## config.mk

```make
export PLATFORM = sky130hd
export DESIGN_NAME = fixed_point_mac
export DESIGN_NICKNAME = d
export VERILOG_FILES = /design/src/rtl/fixed_point_pkg.sv /design/src/rtl/sat_mul.sv /design/src/rtl/fixed_point_mac.sv
export SDC_FILE = /design/constraint.sdc
export NUM_CORES = 2
export LEC_CHECK = 0
export ABC_AREA = 1
export CAP_MARGIN = 20
export CORE_UTILIZATION = 30
export DETAILED_ROUTE_END_ITERATION = 8
export SLEW_MARGIN = 0
export SYNTH_ARGS = -nofsm -noshare
export SYNTH_HDL_FRONTEND = slang
export SYNTH_SLANG_ARGS = --single-unit
export TNS_END_PERCENT = 20
```

## constraint.sdc

```tcl
create_clock -name clk -period 11.9 [get_ports clk]
set_input_delay 2.38 -clock clk [delete_from_list [all_inputs] [get_ports clk]]
set_output_delay 2.38 -clock clk [all_outputs]
set_load 0.005 [all_outputs]
```

## src/rtl/fixed_point_pkg.sv

```systemverilog
// Shared fixed-point constants and symmetric saturation helpers.
// Helpers work on MAXW-bit signed values, so callers must keep WIDTH <= 64.
package fixed_point_pkg;

  localparam int DEF_WIDTH = 32;
  localparam int DEF_FRAC  = 16;
  localparam int MAXW      = 128;

  typedef logic signed [MAXW-1:0] wide_t;

  typedef struct packed {
    logic  sat;
    wide_t val;
  } sat_res_t;

  function automatic wide_t sat_max(input int w);
    return (wide_t'(1) <<< (w - 1)) - wide_t'(1);
  endfunction

  function automatic wide_t sat_min(input int w);
    return -sat_max(w);
  endfunction

  // Operands are sign-extended w-bit values, so the extra top bit makes
  // this the w+1-bit sum, followed by a symmetric clamp.
  function automatic sat_res_t sat_add(input wide_t a, input wide_t b, input int w);
    logic signed [MAXW:0] sum;
    logic signed [MAXW:0] mx;
    logic signed [MAXW:0] mn;
    wide_t                hi;
    wide_t                lo;
    sat_res_t             r;
    hi    = sat_max(w);
    lo    = sat_min(w);
    mx    = {hi[MAXW-1], hi};
    mn    = {lo[MAXW-1], lo};
    sum   = {a[MAXW-1], a} + {b[MAXW-1], b};
    r.sat = 1'b0;
    r.val = sum[MAXW-1:0];
    if (sum > mx) begin
      r.sat = 1'b1;
      r.val = hi;
    end else if (sum < mn) begin
      r.sat = 1'b1;
      r.val = lo;
    end
    return r;
  endfunction

endpackage

```

## src/rtl/sat_mul.sv

```systemverilog
// Combinational signed Q-format multiply: full product, optional round-half-up,
// arithmetic shift by FRAC, symmetric clamp with a saturation flag.
module sat_mul
  import fixed_point_pkg::*;
#(
  parameter int WIDTH = DEF_WIDTH,
  parameter int FRAC  = DEF_FRAC,
  parameter int ROUND = 0
) (
  input  logic [WIDTH-1:0] a_i,
  input  logic [WIDTH-1:0] b_i,
  output logic [WIDTH-1:0] prod_o,
  output logic             sat_o
);

  localparam int PW  = 2 * WIDTH;
  localparam int RSH = (FRAC > 0) ? FRAC - 1 : 0;
  localparam logic [PW-1:0] RND_K = (ROUND != 0 && FRAC > 0) ? (PW'(1) << RSH) : '0;
  localparam wide_t MAX_V = sat_max(WIDTH);
  localparam wide_t MIN_V = sat_min(WIDTH);

  logic signed [PW-1:0] full;
  logic signed [PW-1:0] rnd;
  logic signed [PW-1:0] shr;
  wide_t                ext;

  // Even MIN*MIN plus the rounding constant fits in PW bits, so no guard bit.
  always_comb begin
    full   = PW'($signed(a_i)) * PW'($signed(b_i));
    rnd    = full + $signed(RND_K);
    shr    = rnd >>> FRAC;
    ext    = wide_t'(shr);
    sat_o  = 1'b0;
    prod_o = WIDTH'(ext);
    if (ext > MAX_V) begin
      sat_o  = 1'b1;
      prod_o = WIDTH'(MAX_V);
    end else if (ext < MIN_V) begin
      sat_o  = 1'b1;
      prod_o = WIDTH'(MIN_V);
    end
  end

endmodule

```

## src/rtl/fixed_point_mac.sv

```systemverilog
// Pipelined saturating fixed-point MAC summing one frame (first..last) per result;
// result valid 3 edges after the last beat; a held result stalls every stage.
module fixed_point_mac
  import fixed_point_pkg::*;
#(
  parameter int WIDTH = DEF_WIDTH,
  parameter int FRAC  = DEF_FRAC,
  parameter int ROUND = 0
) (
  input  logic             clk,
  input  logic             rst,
  input  logic             in_valid,
  output logic             in_ready,
  input  logic [WIDTH-1:0] in_a,
  input  logic [WIDTH-1:0] in_b,
  input  logic             in_first,
  input  logic             in_last,
  output logic             out_valid,
  input  logic             out_ready,
  output logic [WIDTH-1:0] out_data,
  output logic             out_sat
);

  logic             stall;

  logic             s1_vld_q, s1_first_q, s1_last_q;
  logic [WIDTH-1:0] s1_a_q, s1_b_q;

  logic [WIDTH-1:0] mul_prod;
  logic             mul_sat;

  logic             s2_vld_q, s2_first_q, s2_last_q, s2_psat_q;
  logic [WIDTH-1:0] s2_prod_q;

  logic [WIDTH-1:0] acc_q, acc_d;
  logic             sticky_q, sticky_d;
  logic             fin_q;
  sat_res_t         add_res;

  logic             out_valid_q, out_sat_q;
  logic [WIDTH-1:0] out_data_q;

  assign stall     = out_valid_q && !out_ready;
  assign in_ready  = !stall;
  assign out_valid = out_valid_q;
  assign out_data  = out_data_q;
  assign out_sat   = out_sat_q;

  sat_mul #(
    .WIDTH(WIDTH),
    .FRAC (FRAC),
    .ROUND(ROUND)
  ) u_sat_mul (
    .a_i   (s1_a_q),
    .b_i   (s1_b_q),
    .prod_o(mul_prod),
    .sat_o (mul_sat)
  );

  // Without first the running sum carries on, even across a finished frame.
  always_comb begin
    acc_d    = acc_q;
    sticky_d = sticky_q;
    add_res  = sat_add(wide_t'($signed(acc_q)), wide_t'($signed(s2_prod_q)), WIDTH);
    if (s2_vld_q) begin
      if (s2_first_q) begin
        acc_d    = s2_prod_q;
        sticky_d = s2_psat_q;
      end else begin
        acc_d    = WIDTH'(add_res.val);
        sticky_d = sticky_q | s2_psat_q | add_res.sat;
      end
    end
  end

  always_ff @(posedge clk) begin
    if (rst) begin
      s1_vld_q    <= 1'b0;
      s1_first_q  <= 1'b0;
      s1_last_q   <= 1'b0;
      s1_a_q      <= '0;
      s1_b_q      <= '0;
      s2_vld_q    <= 1'b0;
      s2_first_q  <= 1'b0;
      s2_last_q   <= 1'b0;
      s2_psat_q   <= 1'b0;
      s2_prod_q   <= '0;
      acc_q       <= '0;
      sticky_q    <= 1'b0;
      fin_q       <= 1'b0;
      out_valid_q <= 1'b0;
      out_data_q  <= '0;
      out_sat_q   <= 1'b0;
    end else if (!stall) begin
      s1_vld_q <= in_valid;
      if (in_valid) begin
        s1_a_q     <= in_a;
        s1_b_q     <= in_b;
        s1_first_q <= in_first;
        s1_last_q  <= in_last;
      end
      s2_vld_q <= s1_vld_q;
      if (s1_vld_q) begin
        s2_prod_q  <= mul_prod;
        s2_psat_q  <= mul_sat;
        s2_first_q <= s1_first_q;
        s2_last_q  <= s1_last_q;
      end
      acc_q    <= acc_d;
      sticky_q <= sticky_d;
      fin_q    <= s2_vld_q && s2_last_q;
      // Not stalled means the held result (if any) is being taken this edge.
      out_valid_q <= fin_q;
      if (fin_q) begin
        out_data_q <= acc_q;
        out_sat_q  <= sticky_q;
      end
    end
  end

endmodule

```

### Yosys cells after proc, flatten, opt, wreduce, memory -nomap -nowiden

Index checks and enable logic that the tools add are counted.

* register bits after elaboration: 171
* input bits: 70
* output and inout bits: 35
* word-level logic and storage cells: 41

* add/sub/neg operators: 1
* multiply operators: 1
* $lt $le $gt $ge: 4
* multiplexer cells: 8
* bitwise operators: 3
* reductions and logical operators: 8

Operators with widths (count)
* two-way mux 129 bit: 2
* two-way mux 32 bit: 3
* multiplier 32 x 32 -> 64 bit: 1
* greater-than comparator 48 x 32 -> 1 bit, second input constant: 1
* less-than comparator 48 x 32 -> 1 bit, second input constant: 1
* adder 32 x 32 -> 33 bit: 1
* greater-than comparator 33 x 32 -> 1 bit, second input constant: 1
* less-than comparator 33 x 32 -> 1 bit, second input constant: 1
* AND reduction 2 bit: 4
* two-way mux 1 bit: 3
* logical AND 1 bit: 2
* zero test 1 bit: 2
* bitwise OR 1 bit: 2
* inverter 1 bit: 1

### Depth between registers and ports, before layout

* depth after elaboration: 6
* gate-level depth with buffers: 42
* depth with buffers taken out: 40

### Modules after synthesis

Synthesis repeated with hierarchy kept, for this count alone.

* cells, all modules: 6609
* area, all modules: 48296.3 sq um

Modules (own cells, without submodules)
* sat_mul: instances 1, cells an instance 5178, area each 39218.9 sq um, seq. area each 0.0 sq um
* fixed_point_mac: instances 1, cells an instance 1431, area each 9077.5 sq um, seq. area each 3423.3 sq um

### Least setup slack after synthesis

No wires, ideal clock.

* path type: register to register
* start point: register s1_a_q[31]
* end point: register s2_prod_q[22]
* library setup time: 0.119 ns
* data arrival time: 7.854 ns
* required time: 11.781 ns
* slack: 3.926 ns
* cell stages (with the launch flop): 36
* path buffers: 3
* period minus slack after synthesis: 7.974 ns
* cell sequence: dfxtp_1 clkbuf_1 clkbuf_1 nand2_1 inv_1 fa_1 inv_1 fa_1 inv_1 fa_1 fa_1 inv_1 fa_1 inv_1 fa_1 inv_1 fa_1 inv_1 fa_1 ha_1 nand2_1 inv_1 a21boi_0 nand2_1 o21bai_1 a21oi_1 nand2_1 nand2_1 nand2_1 nor2_1 nand3_1 nor2_1 nand3_1 a21oi_4 buf_4 a21oi_1

* longest elaborated chain between the ends: 4
* elaborated cells on any way between the ends: 5
* those cells by class: mul: 1; order compare: 2; mux: 2

Ends and longest elaborated chain
* from (decl): RTL line fixed_point_mac.sv:27 `logic [WIDTH-1:0] s1_a_q, s1_b_q;`
* from (signal assigned): RTL line fixed_point_mac.sv:97 `s1_a_q <= in_a;`
* multiplier 32 x 32 -> 64 bit *: RTL line sat_mul.sv:29 `full = PW'($signed(a_i)) * PW'($signed(b_i));`
* less-than comparator 48 x 32 -> 1 bit: RTL line sat_mul.sv:38 `end else if (ext < MIN_V) begin`
* two-way mux 32 bit: RTL line sat_mul.sv:38
* two-way mux 32 bit *: RTL line sat_mul.sv:35 `if (ext > MAX_V) begin`
* to (signal assigned): RTL line fixed_point_mac.sv:104 `s2_prod_q <= mul_prod;`
* to (decl): RTL line fixed_point_mac.sv:33 `logic [WIDTH-1:0] s2_prod_q;`

Mark *: on every way between the ends. The rest lies on a longest branch, timed or not.
A chain may end at the register's enable or synchronous reset.

### Worst setup path in the final report

* start point: register s1_b_q[6]
* end point: register s2_prod_q[0]

* longest elaborated chain between the ends: 4
* elaborated cells on any way between the ends: 5
* those cells by class: mul: 1; order compare: 2; mux: 2

Ends and longest elaborated chain
* from (decl): RTL line fixed_point_mac.sv:27
* from (signal assigned): RTL line fixed_point_mac.sv:98 `s1_b_q <= in_b;`
* multiplier 32 x 32 -> 64 bit *: RTL line sat_mul.sv:29
* less-than comparator 48 x 32 -> 1 bit: RTL line sat_mul.sv:38
* two-way mux 32 bit: RTL line sat_mul.sv:38
* two-way mux 32 bit *: RTL line sat_mul.sv:35

Marked as above.

==> flow_metrics.env <==
export IMPL_grt_antenna_before_repair=5
export IMPL_setup_viol=0
export IMPL_ir_drop_uv=482
export IMPL_worst_pin_slew_ns=1.09
export IMPL_cts_buffers=17
export IMPL_pin_count=105
export IMPL_timing_final_crit_share_pct=80.7
export IMPL_ys_seq_area_share_pct=7.18
export IMPL_min_path_type="register to register"
export IMPL_ctsResizeCount=0
export IMPL_cts_max_path_buffers=2
export IMPL_start_util_pct=30.4
export IMPL_path_clk_slew_ns=0.11
export IMPL_place_gp_congestion=0.954
export IMPL_rows=145
export IMPL_grt_max_degree=65
export IMPL_fmax_mhz=104
export IMPL_cp_required_ns=12.36
export IMPL_slowest_stage="fa_1"
export IMPL_synth_nets=7795
export IMPL_grt_pass1_vias=41500
export IMPL_timing_hold_ws_ns=0.477
export IMPL_end_kind="register"
export IMPL_fin_skew_ns=0.0365
export IMPL_netlist_area_sq_mm=0.0477
export IMPL_total_power_mw=14.1
export IMPL_grt_pass1_wl_mm=228
export IMPL_reg2reg_to="s2_prod_q[0]"
export IMPL_path_class="register to register"
export IMPL_yosysWarnings=0
export IMPL_p_leak_nw=29.6
export IMPL_critPathLaunchType="register"
export IMPL_cp_max_fo=32
export IMPL_avgSynthCellArea_sq_um=7.41
export IMPL_hold_depth=2
export IMPL_dieHeight_microns=401
export IMPL_status="completed"
export IMPL_hpwl_mm=117
export IMPL_drv_slew=0
export IMPL_drc=0
export IMPL_r2r_cells=35
export IMPL_path_buf_inv=10
export IMPL_first_pass_iters=7
export IMPL_clock_sinks=171
export IMPL_hold_end="s1_vld_q"
export IMPL_synth_edf_count=0
export IMPL_clock_latency_ns=0.58
export IMPL_die_area_sq_mm=0.160
export IMPL_postSynth_asyncResetShare_pct=0
export IMPL_synthFlopType="dfxtp_1"
export IMPL_powerDensity_mw_per_mm2=274
export IMPL_post_cts_buffers=0
export IMPL_finalInstanceArea_sq_mm=0.0513
export IMPL_post_route_min_period_ns=9.60
export IMPL_synth_seq_cells=171
export IMPL_syn2layout_area_growth_pct=7.62
export IMPL_synthCells=6431
export IMPL_synth_top_area_cell="fa_1"
export IMPL_overflow=0
export IMPL_fp_dieW_microns=401
export IMPL_cts_root_buf="clkbuf_16"
export IMPL_vias_per_cell=4.55
export IMPL_slew_headroom_pct=27.1
export IMPL_num_vias=38200
export IMPL_drv_cap=0
export IMPL_wl_mm=138
export IMPL_drive_gt1_share_pct=2.34
export IMPL_hold_start="s1_vld_q"
export IMPL_nets=7678
export IMPL_cts_tree="built"
export IMPL_finalHoldViolations=0
export IMPL_rsz0062_at_grt="no"
export IMPL_cp_slowest_stage_delay_ns=0.90
export IMPL_r2r_slack_ns=2.30
export IMPL_hold_buffers=0
export IMPL_ys_top_cells_by_area="fa_1 45%, nand2_1 14%, inv_1 14%, dfxtp_1 7.2%, ha_1 5.6%"
export IMPL_r2r_start="s1_b_q[6]"
export IMPL_synth_top_area_share_pct=45.5
export IMPL_ant_nets=0
export IMPL_grt_usage_pct=17.9
export IMPL_arrival_ns=10.07
export IMPL_tns_ns=0
export IMPL_wl_per_cell_microns=16.5
export IMPL_core_sq_mm=0.157
export IMPL_cpLargestDelayFamily="adder cells"
export IMPL_drt_iter0_drc=2453
export IMPL_synth_distinct_cells=40
export IMPL_cts_htree_levels=4
export IMPL_io_buffers=104
export IMPL_place_area_sq_mm=0.0506
cell type report:
| type | instances | area (sq um) |
|---|---|---|
| multi-input combinational | 4180 | 36400 |
| antenna | 3 | 7.51 |
| timing repair buffer | 177 | 1630 |
| clock inverter | 14 | 196 |
| sequential | 171 | 3430 |
| fill | 16700 | 106000 |
| clock buffer | 18 | 439 |
| tap | 2058 | 2570 |
| inverter | 1767 | 6640 |
state kept, by name, summed over array words and instances (netlist names), 32 cells and up:
register	flops
s2_prod_q	32
acc_q	32
s1_a_q	32
s1_b_q	32
out_data	32
through the flow:
| step | util (%) | worst slack, ns | std cells |
|---|---|---|---|
| after floorplan | - | 3.93 | 6431 |
| after global placement | 32.2 | 1.65 | 8350 |
| after detailed placement | 32.2 | 1.51 | 8350 |
| after CTS | 32.6 | 1.47 | 8382 |
| after global routing | 32.7 | 1.51 | 8387 |
| final | 32.7 | 2.30 | 8388 |
worst max-delay path by stage:
stage / startpoint / end / cells past startpoint
floorplan: s1_a_q[31] / s2_prod_q[22] / 35
global placement: s1_b_q[6] / s2_prod_q[0] / 34
detailed placement: s1_b_q[6] / s2_prod_q[0] / 34
CTS: s1_b_q[6] / s2_prod_q[0] / 34
global route: s1_b_q[6] / s2_prod_q[0] / 38
finish: s1_b_q[6] / s2_prod_q[0] / 35
routing by layer:
| metal | vias up | global-route usage [%] | wire [microns] |
|---|---|---|---|
| met5 | - | 0 | 13 |
| met4 | 2 | 5.20 | 3420 |
| met3 | 153 | 2.10 | 6120 |
| met2 | 903 | 31.4 | 68600 |
| met1 | 19200 | 23.0 | 60000 |
| li1 | 17900 | - | - |
cell usage after synthesis (3+ instances only):
master and n:
o21bai_1 11, nand3b_1 13, nor4_1 9, xnor2_1 17
clkbuf_1 295, dfxtp_1 171, nand3_1 129, fa_1 1082
or2_2 7, nand2_1 1767, buf_6 7, nor3_1 14
o21a_1 7, a21oi_2 15, o21ai_0 186, a21o_1 3
buf_2 4, a21oi_1 164, buf_1 5, xor2_1 26
inv_1 1766, nand4_1 15, nand2_2 4, nor2_1 482
ha_1 212
power breakdown:
group | internal (mW) | switching (mW) | leakage, nW
clock | 0.328 | 0.359 | 0.313
sequential | 0.636 | 0.0938 | 1.41
combinational | 4.15 | 8.49 | 27.9
total | 5.12 | 8.94 | 29.6
worst min-delay path, cell delays in order, from the launching register on:
cell     delay (ns)
dfxtp_1        0.32
nand2_1        0.06
a21oi_1        0.06
logic make-up (layout without fill, tap and decap cells):
logic type / count (synthesis) / after routing / synth area share, %
AOI/OAI and AO/OA: 396 / 396 / 4.47
DFF: 171 / 171 / 7.18
and+or+nand+nor: 2447 / 2447 / 20.0
xor gates and xnor gates: 43 / 43 / 0.790
adders and majority gates: 1294 / 1294 / 51.0
other: 0 / 3 / 0
buffers and inverters: 2080 / 1976 / 16.5
placed cells by master (no fill, tap or decap), types with 5 or more instances in the layout:
master | netlist | routed
nor3_1 | 14 | 14
inv_1 | 1766 | 1764
nor2_1 | 482 | 481
clkdlybuf4s50_1 | 0 | 104
nand2_1 | 1767 | 1765
nand3b_1 | 13 | 13
fa_1 | 1082 | 1082
nand4_1 | 15 | 15
buf_4 | 2 | 70
dfxtp_1 | 171 | 165
a21oi_1 | 164 | 164
clkbuf_16 | 0 | 17
xnor2_1 | 17 | 17
o21ai_0 | 186 | 186
or2_2 | 7 | 7
nor4_1 | 9 | 9
nand2_2 | 4 | 5
o21a_1 | 7 | 7
a21oi_2 | 15 | 15
inv_8 | 0 | 5
ha_1 | 212 | 212
nand3_1 | 129 | 129
xor2_1 | 26 | 26
o21bai_1 | 11 | 11
dfxtp_2 | 0 | 6
Power figures use the tool's default switching activity.
